<file path="src/rtl/dds_multi_gen.sv">
// rtl/dds_multi_gen.sv - N-channel DDS generator with shadowed config and linear sweep
// Config writes land in shadows and commit at phase wrap or sync; samples trail sample_en by two cycles.
module dds_multi_gen #(
    parameter int               CH_NUM        = 2,
    parameter int               ACC_W         = 32,
    parameter int               DATA_W        = 8,
    parameter logic [ACC_W-1:0] FREQ_DEFAULT  = ACC_W'(3615292),
    parameter logic [ACC_W-1:0] PHASE_DEFAULT = '0,
    parameter logic [3:0]       MODE_DEFAULT  = 4'd1
) (
    input  logic                     sys_clk,
    input  logic                     sys_rst_n,
    input  logic                     cfg_valid,
    output logic                     cfg_ready,
    input  logic [2:0]               cfg_ch,
    input  logic [2:0]               cfg_addr,
    input  logic [ACC_W-1:0]         cfg_data,
    output logic                     cfg_err,
    input  logic                     sample_en,
    output logic [CH_NUM*DATA_W-1:0] dac_data,
    output logic                     dac_valid,
    output logic [CH_NUM-1:0]        wrap_pulse
);

    localparam logic [2:0] A_FREQ  = 3'd0;
    localparam logic [2:0] A_PHASE = 3'd1;
    localparam logic [2:0] A_MODE  = 3'd2;
    localparam logic [2:0] A_STOP  = 3'd3;
    localparam logic [2:0] A_STEP  = 3'd4;
    localparam logic [2:0] A_SYNC  = 3'd7;

    typedef enum logic {S_IDLE, S_PEND} ch_state_t;

    logic r_ready;
    logic r_err;
    logic r_en1;
    logic r_dvalid;

    logic w_accept;
    logic w_sync_all;
    logic w_ch_ok;
    logic w_addr_bad;
    logic w_bad;
    logic w_good;

    assign w_accept   = cfg_valid & r_ready;
    // A broadcast sync ignores cfg_ch, so an out-of-range channel is not an error there.
    assign w_sync_all = (cfg_addr == A_SYNC) & cfg_data[0];
    assign w_ch_ok    = ({29'd0, cfg_ch} < CH_NUM) | w_sync_all;
    assign w_addr_bad = (cfg_addr == 3'd5) | (cfg_addr == 3'd6);
    assign w_bad      = w_accept & (~w_ch_ok | w_addr_bad);
    assign w_good     = w_accept & ~w_bad;

    always_ff @(posedge sys_clk or negedge sys_rst_n) begin
        if (!sys_rst_n) begin
            r_ready  <= 1'b0;
            r_err    <= 1'b0;
            r_en1    <= 1'b0;
            r_dvalid <= 1'b0;
        end else begin
            r_ready  <= ~w_accept;
            r_err    <= w_bad;
            r_en1    <= sample_en;
            r_dvalid <= r_en1;
        end
    end

    assign cfg_ready = r_ready;
    assign cfg_err   = r_err;
    assign dac_valid = r_dvalid;

    for (genvar g = 0; g < CH_NUM; g++) begin : g_ch
        ch_state_t         r_state;
        logic [ACC_W-1:0]  r_acc;
        logic [ACC_W-1:0]  r_freq;
        logic [ACC_W-1:0]  r_sfreq;
        logic [ACC_W-1:0]  r_phase;
        logic [ACC_W-1:0]  r_sphase;
        logic [ACC_W-1:0]  r_stop;
        logic [ACC_W-1:0]  r_step;
        logic [3:0]        r_mode;
        logic [3:0]        r_smode;
        logic [DATA_W-1:0] r_dac;
        logic              r_wrap;

        logic                    w_sel;
        logic                    w_sync;
        logic                    w_wr_shadow;
        logic [ACC_W:0]          w_sum;
        logic [ACC_W:0]          w_sweep;
        logic                    w_wrap;
        logic                    w_commit;
        logic [DATA_W-1:0]       w_p;
        logic [ACC_W-DATA_W-1:0] w_unused_frac;
        logic [DATA_W-1:0]       w_wave;

        assign w_sel       = w_good & (cfg_ch == 3'(g));
        assign w_sync      = w_good & (cfg_addr == A_SYNC) & (cfg_data[0] | (cfg_ch == 3'(g)));
        assign w_wr_shadow = w_sel & (cfg_addr <= A_MODE);
        assign w_sum       = {1'b0, r_acc} + {1'b0, r_freq};
        assign w_sweep     = {1'b0, r_freq} + {1'b0, r_step};
        // Sync clears the accumulator, which overrides any carry from the same edge.
        assign w_wrap      = sample_en & w_sum[ACC_W] & ~w_sync;
        assign w_commit    = (r_state == S_PEND) & (w_sync | w_wrap);

        assign {w_p, w_unused_frac} = r_acc + r_phase;

        always_comb begin
            w_wave = {1'b1, {(DATA_W-1){1'b0}}};
            case (r_mode[2:0])
                3'd1:    w_wave = {DATA_W{w_p[DATA_W-1]}};
                3'd2:    w_wave = w_p;
                3'd3:    w_wave = w_p[DATA_W-1] ? ~{w_p[DATA_W-2:0], 1'b0} : {w_p[DATA_W-2:0], 1'b0};
                default: ;
            endcase
        end

        always_ff @(posedge sys_clk or negedge sys_rst_n) begin
            if (!sys_rst_n) begin
                r_state  <= S_IDLE;
                r_acc    <= '0;
                r_freq   <= FREQ_DEFAULT;
                r_sfreq  <= FREQ_DEFAULT;
                r_phase  <= PHASE_DEFAULT;
                r_sphase <= PHASE_DEFAULT;
                r_mode   <= MODE_DEFAULT;
                r_smode  <= MODE_DEFAULT;
                r_stop   <= '0;
                r_step   <= '0;
                r_dac    <= '0;
                r_wrap   <= 1'b0;
            end else begin
                r_wrap <= w_wrap;

                if (w_sync) begin
                    r_acc <= '0;
                end else if (sample_en) begin
                    r_acc <= w_sum[ACC_W-1:0];
                end

                // Commit reads the shadows before any same-cycle write lands in them.
                if (w_commit) begin
                    r_freq  <= r_sfreq;
                    r_phase <= r_sphase;
                    r_mode  <= r_smode;
                end else if (w_wrap && r_mode[3]) begin
                    r_freq <= (w_sweep > {1'b0, r_stop}) ? r_sfreq : w_sweep[ACC_W-1:0];
                end

                if (w_sel) begin
                    case (cfg_addr)
                        A_FREQ:  r_sfreq  <= cfg_data;
                        A_PHASE: r_sphase <= cfg_data;
                        A_MODE:  r_smode  <= cfg_data[3:0];
                        A_STOP:  r_stop   <= cfg_data;
                        A_STEP:  r_step   <= cfg_data;
                        default: ;
                    endcase
                end

                case (r_state)
                    S_IDLE: if (w_wr_shadow) r_state <= S_PEND;
                    S_PEND: if (w_commit && !w_wr_shadow) r_state <= S_IDLE;
                    default: r_state <= S_IDLE;
                endcase

                if (r_en1) begin
                    r_dac <= w_wave;
                end
            end
        end

        assign dac_data[g*DATA_W +: DATA_W] = r_dac;
        assign wrap_pulse[g]                = r_wrap;
    end

endmodule

</file>
<file path="config.mk">
export PLATFORM = sky130hd
export DESIGN_NAME = dds_multi_gen
export DESIGN_NICKNAME = d
export VERILOG_FILES = /design/src/rtl/dds_multi_gen.sv
export SDC_FILE = /design/constraint.sdc
export NUM_CORES = 1
export LEC_CHECK = 0
export ABC_AREA = 1
export BUFFER_PORTS_ARGS = -buffer_cell sky130_fd_sc_hd__buf_2
export CAP_MARGIN = 30
export CELL_PAD_IN_SITES_DETAIL_PLACEMENT = 0
export CELL_PAD_IN_SITES_GLOBAL_PLACEMENT = 2
export CORE_MARGIN = 3
export CORE_UTILIZATION = 41
export CTS_CLUSTER_DIAMETER = 100
export DETAILED_ROUTE_END_ITERATION = 8
export PLACE_DENSITY_LB_ADDON = 0.1
export RECOVER_POWER = 25
export SLEW_MARGIN = 20
export SYNTH_ARGS = -nofsm -noshare
export SYNTH_HDL_FRONTEND = slang
export SYNTH_SLANG_ARGS = --single-unit
</file>
<file path="constraint.sdc">
create_clock -name sys_clk -period 9 [get_ports sys_clk]
set_input_delay 0.9 -clock sys_clk [delete_from_list [all_inputs] [get_ports sys_clk]]
set_output_delay 0.9 -clock sys_clk [all_outputs]
set_load 0.02 [all_outputs]
</file>
==> results by group, run 1 <==
Timing
  – Min Tclk post-route: between 6000 and 7000 ps
  – Fin worst setup slack: around 2800 ps
  – RSZ-0062 raised after global routing: false
  – Setup Skew: 24.81 ps
  – Slew Viols, Final: 109
  – F_max: ~0.16 GHz
  – Total negative setup slack: 0 ps
  – Fin crit share: 0.6893
  – Setup violations, final: 0
  – Worst slew pin tran: a little under 6000 ps
  – Final Hold Violating Endpoints: 0
  – Rel. slew slack: -2.957

Clock tree
  – Clock slew at reported path FFs: approximately 60 ps
  – Num CTS Buffers: 57
  – Clk sink count: approximately 490
  – CTS tree: yes
  – Setup bufs post-CTS: 0
  – Worst-Skew Late Latency: around 630 ps
  – Post_cts resized: 0
  – Root Buffer: clkbuf_16
  – Post-CTS Hold Buffers: 0
  – H-tree levels: 2
  – Clk buf depth: 3

Critical path
  – Worst path max stage delay: between 4000 and 5000 ps
  – Reg-to-Reg End: g_ch[0].r_freq[8]$_DFFE_PN0P_
  – FF-to-FF setup slack: ~3700 ps
  – Critical Path End Type: asynchronous set/reset pin
  – Most used cell, CP: buf_4
  – Critical-path cell list: clkbuf_1, buf_4, buf_4
  – Critical path required time: just under 10000 ps
  – Crit-path slowest cell: clkbuf_1
  – Setup CP Type: in2async
  – Crit Path Max Fanout: 108
  – Critical Path AT: approximately 7000 ps
  – CP Launch Type: primary input
  – Cells on worst reg2reg path: 25
  – Reg-to-Reg Start: g_ch[0].r_freq[0]$_DFFE_PN0P_

Min path
  – Hold Path Class: reg2reg
  – Hold depth: 2
  – Hold Startpoint: g_ch[1].r_dac[3]$_DFFE_PN0P_
  – Hold EP: g_ch[1].r_dac[3]$_DFFE_PN0P_

Synthesis
  – Ys async rst share: 1.000
  – Post-synthesis sequential area ratio: 0.3900
  – Flops & latches, synth: a little under 500
  – Number of library cell types mapped by synthesis: 54
  – Number of flops mapped to enable cells by yosys: 0
  – Syn. warnings: 0
  – Post-Synthesis Cells: 4248
  – Cell Area, Synth: ~31000 um^2
  – Most used DFF post-synth: dfrtp_1
  – Syn Nets: between 4000 and 5000
  – Syn Area/Cell: 7.410 um^2

Route
  – Routed WL per cell: ~20 um
  – DR vias: ~28000
  – # DRC: 0
  – Vias per inst: 5.276
  – 1st-iter DRT viols: about 2400
  – DR pass1 iterations: 6
  – Antenna-violating nets left: 0
  – Final wirelength: ~110 mm

Finish
  – Share of layout cells above drive strength 1: 0.07039
  – Final core occ: 0.4633
  – FF+latch area: 12280 um^2
  – Filler-free cell count of the finished design: roughly 5400
  – # fillers: between 7000 and 8000
  – Area of the multi-input gates: 16860 um^2
  – Commonest non-fill, non-tap cell in the layout: nand2_1
  – Area growth from synthesis to layout: 10.68%
  – Most frequent cells in the layout: nand2_1, inv_1, o21ai_0
  – Nets: approximately 4600

Power
  – Maximum vdd drop: 145.6 uV
  – PwrDens: 174.1 nW/um^2
  – Leakage power: roughly 18 nW

Die
  – IO Pins: 63
  – Die area: 80130 um^2
  – Die width: between 200 and 300 um
  – Initial core utilization: 0.4186
  – Area of the core: 75200 um^2
  – Die Ht: about 280 um
  – # rows: 100

Global routing
  – Total grt overflow: 0
  – Largest net degree at the start of global routing: 174
  – Total track usage: 0.2625
  – Vias in the first global route: between 20000 and 30000
  – Initial antenna violation count: 20
  – First-pass GRT wire length: 164.1 mm

Placement
  – Final GP Congestion: a little over 0.9
  – DP HPWL: about 80 mm
  – DP Worst Slack: around 3800 ps
  – Post-Place Cells: about 5200
  – I/O Buffers: 62

Outcome
  – Status: complete, but fails checks
  – Failing checks: max-capacitance violations, max-slew violations

Run
  – Max-cap viol count: 1
per-stage QoR:
step                hold slack [ps]  cell area (um^2)  total power [mW]
floorplan                     351.9             31480             3.274
global placement              457.3             32680             3.720
detailed placement            459.5             32870             3.720
CTS                           360.0             34760             6.127
global route                  478.0             34830             6.397
finish                        470.3             34840             6.066
synthesized netlist by cell type, types with 3 or more instances:
library cell	instances	area [um^2]
nand4_1	30	187.7
dfstp_2	52	1366
fa_1	4	80.08
ha_1	252	3153
a31oi_1	19	118.9
o21ai_0	460	2302
nor2_1	268	1006
buf_1	3	11.26
o211ai_1	8	60.06
a32o_1	4	40.04
a21oi_1	268	1341
inv_2	4	15.01
buf_4	11	82.58
clkbuf_1	67	251.5
xor2_1	55	481.7
a211oi_1	3	22.52
nand2_2	12	75.07
nor4_1	16	100.1
o21ai_1	3	15.01
nand2_1	1274	4782
buf_6	6	67.56
a21boi_0	5	37.54
o31ai_1	6	45.04
inv_1	479	1798
nor3_1	48	240.2
and2_1	3	18.77
nand3b_1	26	195.2
mux2_2	31	349.1
dfrtp_1	436	10910
a21o_1	21	157.7
o21bai_1	22	165.2
or2_2	10	62.56
nand2_4	5	56.30
o21a_1	7	52.55
xnor2_1	14	122.6
mux2_1	3	33.78
a221oi_1	6	52.55
a22o_1	4	35.03
buf_2	23	115.1
nand3_1	263	1316
worst max-delay path by stage:
stage,cells past startpoint,endpoint,slack [ps],startpoint
finish,3,g_ch[0].r_step[24]$_DFFE_PN0P_,2800,sys_rst_n
global route,3,g_ch[0].r_sfreq[23]$_DFFE_PN0P_,1650,sys_rst_n
CTS,25,g_ch[0].r_freq[24]$_DFFE_PN0P_,3770,g_ch[0].r_freq[0]$_DFFE_PN0P_
detailed placement,25,g_ch[0].r_freq[24]$_DFFE_PN0P_,3790,g_ch[0].r_freq[0]$_DFFE_PN0P_
global placement,27,g_ch[1].r_freq[8]$_DFFE_PN0P_,3840,g_ch[1].r_freq[2]$_DFFE_PN1P_
floorplan,25,g_ch[0].r_freq[10]$_DFFE_PN0P_,5340,g_ch[0].r_freq[0]$_DFFE_PN0P_
critical path: cells and delay by family:
kind,cells,cell delay [ps]
buf+inv,3,5680
logic make-up after synthesis:
kind of cell | synth area share
AO/OA/AOI/OAI | 0.1440
XOR/XNOR | 0.01920
adder cells (fa/ha/maj) | 0.1027
buffers and inverters | 0.07461
flip-flops | 0.3900
multiplexers | 0.01216
AND/OR/NAND/NOR | 0.2573
sequential cells by signal (all words and copies together), names as in the netlist, 2 cells and up:
register       count
g_ch.r_acc        64
g_ch.r_freq       64
g_ch.r_phase      64
g_ch.r_sfreq      64
g_ch.r_sphase     64
g_ch.r_step       64
g_ch.r_stop       64
g_ch.r_dac        16
g_ch.r_mode        8
g_ch.r_smode       8
g_ch.r_state       2
g_ch.r_wrap        2
cell type report:
class                   count  share of cell area
clock inverters            26            0.008691
inverters                 485             0.05226
clock buffers              78             0.04558
repair buffers             91             0.02044
multi-input cells        3165              0.4839
flip-flops and latches    488              0.3524
diodes                      2           0.0001437
well taps                1020             0.03663
report_power, final:
part	internal, mW	switching [mW]
Clock	1.40	0.971
Combinational	0.376	0.881
Sequential	2.31	0.128
metal layers:
layer / track usage / vias to the layer above / part of all wire
met5: 0 / - / 0.00011
met4: 0.04576 / 2 / 0.016
met3: 0.04469 / 104 / 0.066
met2: 0.3803 / 742 / 0.41
met1: 0.4109 / 13320 / 0.51
li1: - / 14090 / -
Note: power is estimated with default switching activity, not from simulation.
==> inputs of run 2 (changes only) <==
CORE_UTILIZATION = 38   (was 41)
clock period = 6.5 ns   (was 9 ns; I/O delays follow)
==> run 2 against run 1 <==
Effect of this change: the run still ends with max-capacitance violations, max-slew violations left; die area grew 7.7%; cell count grew 0.80%; first-iteration DRC count shrank 6.0%; sequential power grew 38%; routed wire length grew 3.2%; flip-flop and latch count is the same; setup slack lost 1400 ps; clock power grew 38%; worst hold slack lost 230 ps; register-to-register slack lost 2300 ps; largest power group unchanged; highest routed layer unchanged.
==> results by group, run 2 (synthesized netlist as in run 1, its figures left out) <==
Route
  – Routed WL per cell: 20.48 um (+2.4%)
  – DR vias: 28250 (+0.011%)
  – Vias per inst: 5.234 (-0.79%)
  – 1st-iter DRT viols: 2239 (-6.0%)
  – # DRC: 0 (unchanged)
  – Antenna-violating nets left: 0 (unchanged)
  – Wire length on met2: 44.53 mm (+1.8%)
  – Final wirelength: 110.5 mm (+3.2%)
  – DR pass1 iterations: 5 (-1)
  – Met3 Wirelength: 6.846 mm (-3.4%)
  – Met1 Wirelength: 57.30 mm (+5.1%)
  – Uppermost layer routed: met5

Outcome
  – Failing checks: max-capacitance violations, max-slew violations
  – Status: complete, but fails checks

Finish
  – Most frequent cells in the layout: nand2_1, inv_1, o21ai_0
  – Share of layout cells above drive strength 1: 0.06917 (-0.001218)
  – Area of the multi-input gates: 16860 um^2 (unchanged)
  – # fillers: 8558 (+8.5%)
  – Final instance area: 34840 um^2 (about the same)
  – FF+latch area: 12280 um^2 (unchanged)
  – Filler-free cell count of the finished design: 5398 (+0.80%)
  – Final core occ: 0.4284 (-0.03490)
  – Commonest non-fill, non-tap cell in the layout: nand2_1
  – Area growth from synthesis to layout: 10.69% (about the same)
  – Nets: 4586 (unchanged)

Timing
  – Setup violations, final: 0 (unchanged)
  – Setup Skew: 30.65 ps (+5.843 ps)
  – RSZ-0062 raised after global routing: false
  – Rel. slew slack: -2.318 (+0.6390)
  – Worst slew pin tran: 4977 ps (-958.5 ps)
  – Fin crit share: 0.7811
  – F_max: between 0.15 and 0.2 GHz
  – Min Tclk post-route: approximately 5100 ps
  – Slew Viols, Final: 102 (-6.4%)
  – Final Hold Violating Endpoints: 0 (unchanged)
  – Total negative setup slack: 0 ps (unchanged)

Clock tree
  – Clk buf depth: 3 (unchanged)
  – Num CTS Buffers: 58 (+1.8%)
  – Root Buffer: clkbuf_16
  – Worst-Skew Late Latency: 620 ps (about the same)
  – Post-CTS Hold Buffers: 0 (unchanged)
  – Clk sink count: 488 (unchanged)
  – H-tree levels: 2 (unchanged)
  – CTS tree: yes
  – Post_cts resized: 0 (unchanged)
  – Setup bufs post-CTS: 0 (unchanged)
  – Clock slew at reported path FFs: 60 ps (about the same)

Placement
  – Placed Area: 32950 um^2 (+0.24%)
  – Final GP Congestion: 0.8833 (-3.2%)
  – DP HPWL: 84.11 mm (+3.6%)
  – I/O Buffers: 62 (unchanged)
  – Post-Place Cells: 5287 (+0.82%)

Die
  – Die width: 293.8 um (+3.8%)
  – # rows: 104 (+4.0%)
  – Die area: 86320 um^2 (+7.7%)
  – Area of the core: 81330 um^2 (+8.2%)
  – Die Ht: 293.8 um (+3.8%)
  – IO Pins: 63 (unchanged)
  – Initial core utilization: 0.3870 (-0.03155)

Min path
  – Hold Startpoint: cfg_valid
  – Hold Path Class: in2reg

Critical path
  – Critical Path End Type: register
  – CP Launch Type: register
  – Reg-to-Reg Start: g_ch[1].r_freq[2]$_DFFE_PN1P_
  – Critical path required time: 7030 ps (-2620 ps)
  – Setup CP Type: reg2reg
  – Crit Path Max Fanout: 33 (-69%)
  – Critical Path AT: 5610 ps (-1250 ps)
  – Critical Path Source: g_ch[1].r_freq[2]$_DFFE_PN1P_

Power
  – Maximum vdd drop: 204.4 uV (+40%)
  – Pint: 5.652 mW (+38%)
  – Clock power share: 0.389 (-0.003)
  – Combinational share of power: 0.212 (+0.005)
  – Leakage power: 18.00 nW (-0.12%)
  – Sw Share: 0.3292 (+0.002766)
  – Sw power: 2.773 mW (+40%)
  – PwrDens: 241.8 nW/um^2 (+39%)
  – Share of power burned in registers: 0.399 (-0.002)

Global routing
  – Initial antenna violation count: 22 (+10%)
  – Total grt overflow: 0 (unchanged)
  – Largest net degree at the start of global routing: 150 (-14%)
  – Vias in the first global route: 27600 (+2.4%)
  – First-pass GRT wire length: 170.1 mm (+3.7%)
  – Total track usage: 0.2564 (-0.006078)

Run
  – Max-cap viol count: 1 (unchanged)
==> run 2: cell count changes in the layout (fill, tap and decap cells not counted) <==
cell            change
clkbuf_1            +8
clkinv_2            -6
clkbuf_8            +5
buf_16              -3
buf_4               +2
bufinv_16           -2
buf_12              +1
clkinv_4            +1
clkinvlp_4          -1
diode_2             -1
dlymetal6s4s_1      +1
inv_6               -1
inv_8               -1
==> run 2: metrics by stage <==
stage	setup slack, ps	hold WS (ps)	power [mW]
after CTS	1450	80.70	8.517
after floorplan	2844	351.9	4.533
final	1423	240.1	8.425
after global placement	1521	457.9	5.185
after detailed placement	1462	461.0	5.191
after global routing	728.5	224.1	8.881
==> run 2: cell type report <==
type | count | area share
Multi-Input combinational cell | 3165 | 0.4838
Sequential cell | 488 | 0.3524
Inverter | 485 | 0.05225
Clock buffer | 93 | 0.04862
Tap cell | 1060 | 0.03807
Timing Repair Buffer | 90 | 0.01921
Clock inverter | 16 | 0.005566
Antenna cell | 1 | 0.00007182
==> run 2: path summary, 6_finish.rpt <==
check                                                        to  slack (ps)  cells after the start
worst max-delay path              g_ch[1].r_freq[3]$_DFFE_PN1P_        1420                     27
worst min-delay path                        cfg_ready$_DFF_PN0_         240                      2
worst max register to register    g_ch[1].r_freq[3]$_DFFE_PN1P_        1420                     27
worst min register to register     g_ch[1].r_dac[0]$_DFFE_PN0P_         480                      2
max in group asynchronous        g_ch[0].r_stop[24]$_DFFE_PN0P_        1700                      1
min in group asynchronous       g_ch[0].r_phase[30]$_DFFE_PN0P_        1930                      1
==> run 2: critical path, stage by stage, from the launching register on <==
cell and delay, ps:
dfstp_2 550, ha_1 270, a21oi_1 140, nand2_1 120, nand2_1 90, nand3_1 170
a21boi_0 470, o21ai_0 230, xor2_1 280, inv_1 90, ha_1 320, nand2_1 60
nor2_1 150, nand2_1 90, nor2_1 110, nand2_1 60, nand2_1 50, o21bai_1 80
nand2_1 60, nand2_1 50, nand2_1 50, nand2_1 50, nand2_1 60, nand2_2 460
nand2_4 620, nand2_1 120, nand3_1 90, nand2_1 70
==> run 2: power by group through the flow <==
stage          sequential, mW  combinational [mW]  clock [mW]
5_1_grt                  3.38                2.01        3.49
3_5_place_dp             3.41                1.78           0
2_1_floorplan            3.35                1.19           0
4_1_cts                  3.36                1.79        3.37
3_3_place_gp             3.41                1.78           0
6_report                 3.36                1.78        3.28
==> run 2: routing by layer <==
layer / global-route usage / vias up
met5: 0 / -
met4: 0.04333 / 8
met3: 0.04060 / 103
met2: 0.3699 / 646
met1: 0.4046 / 13410
li1: - / 14080
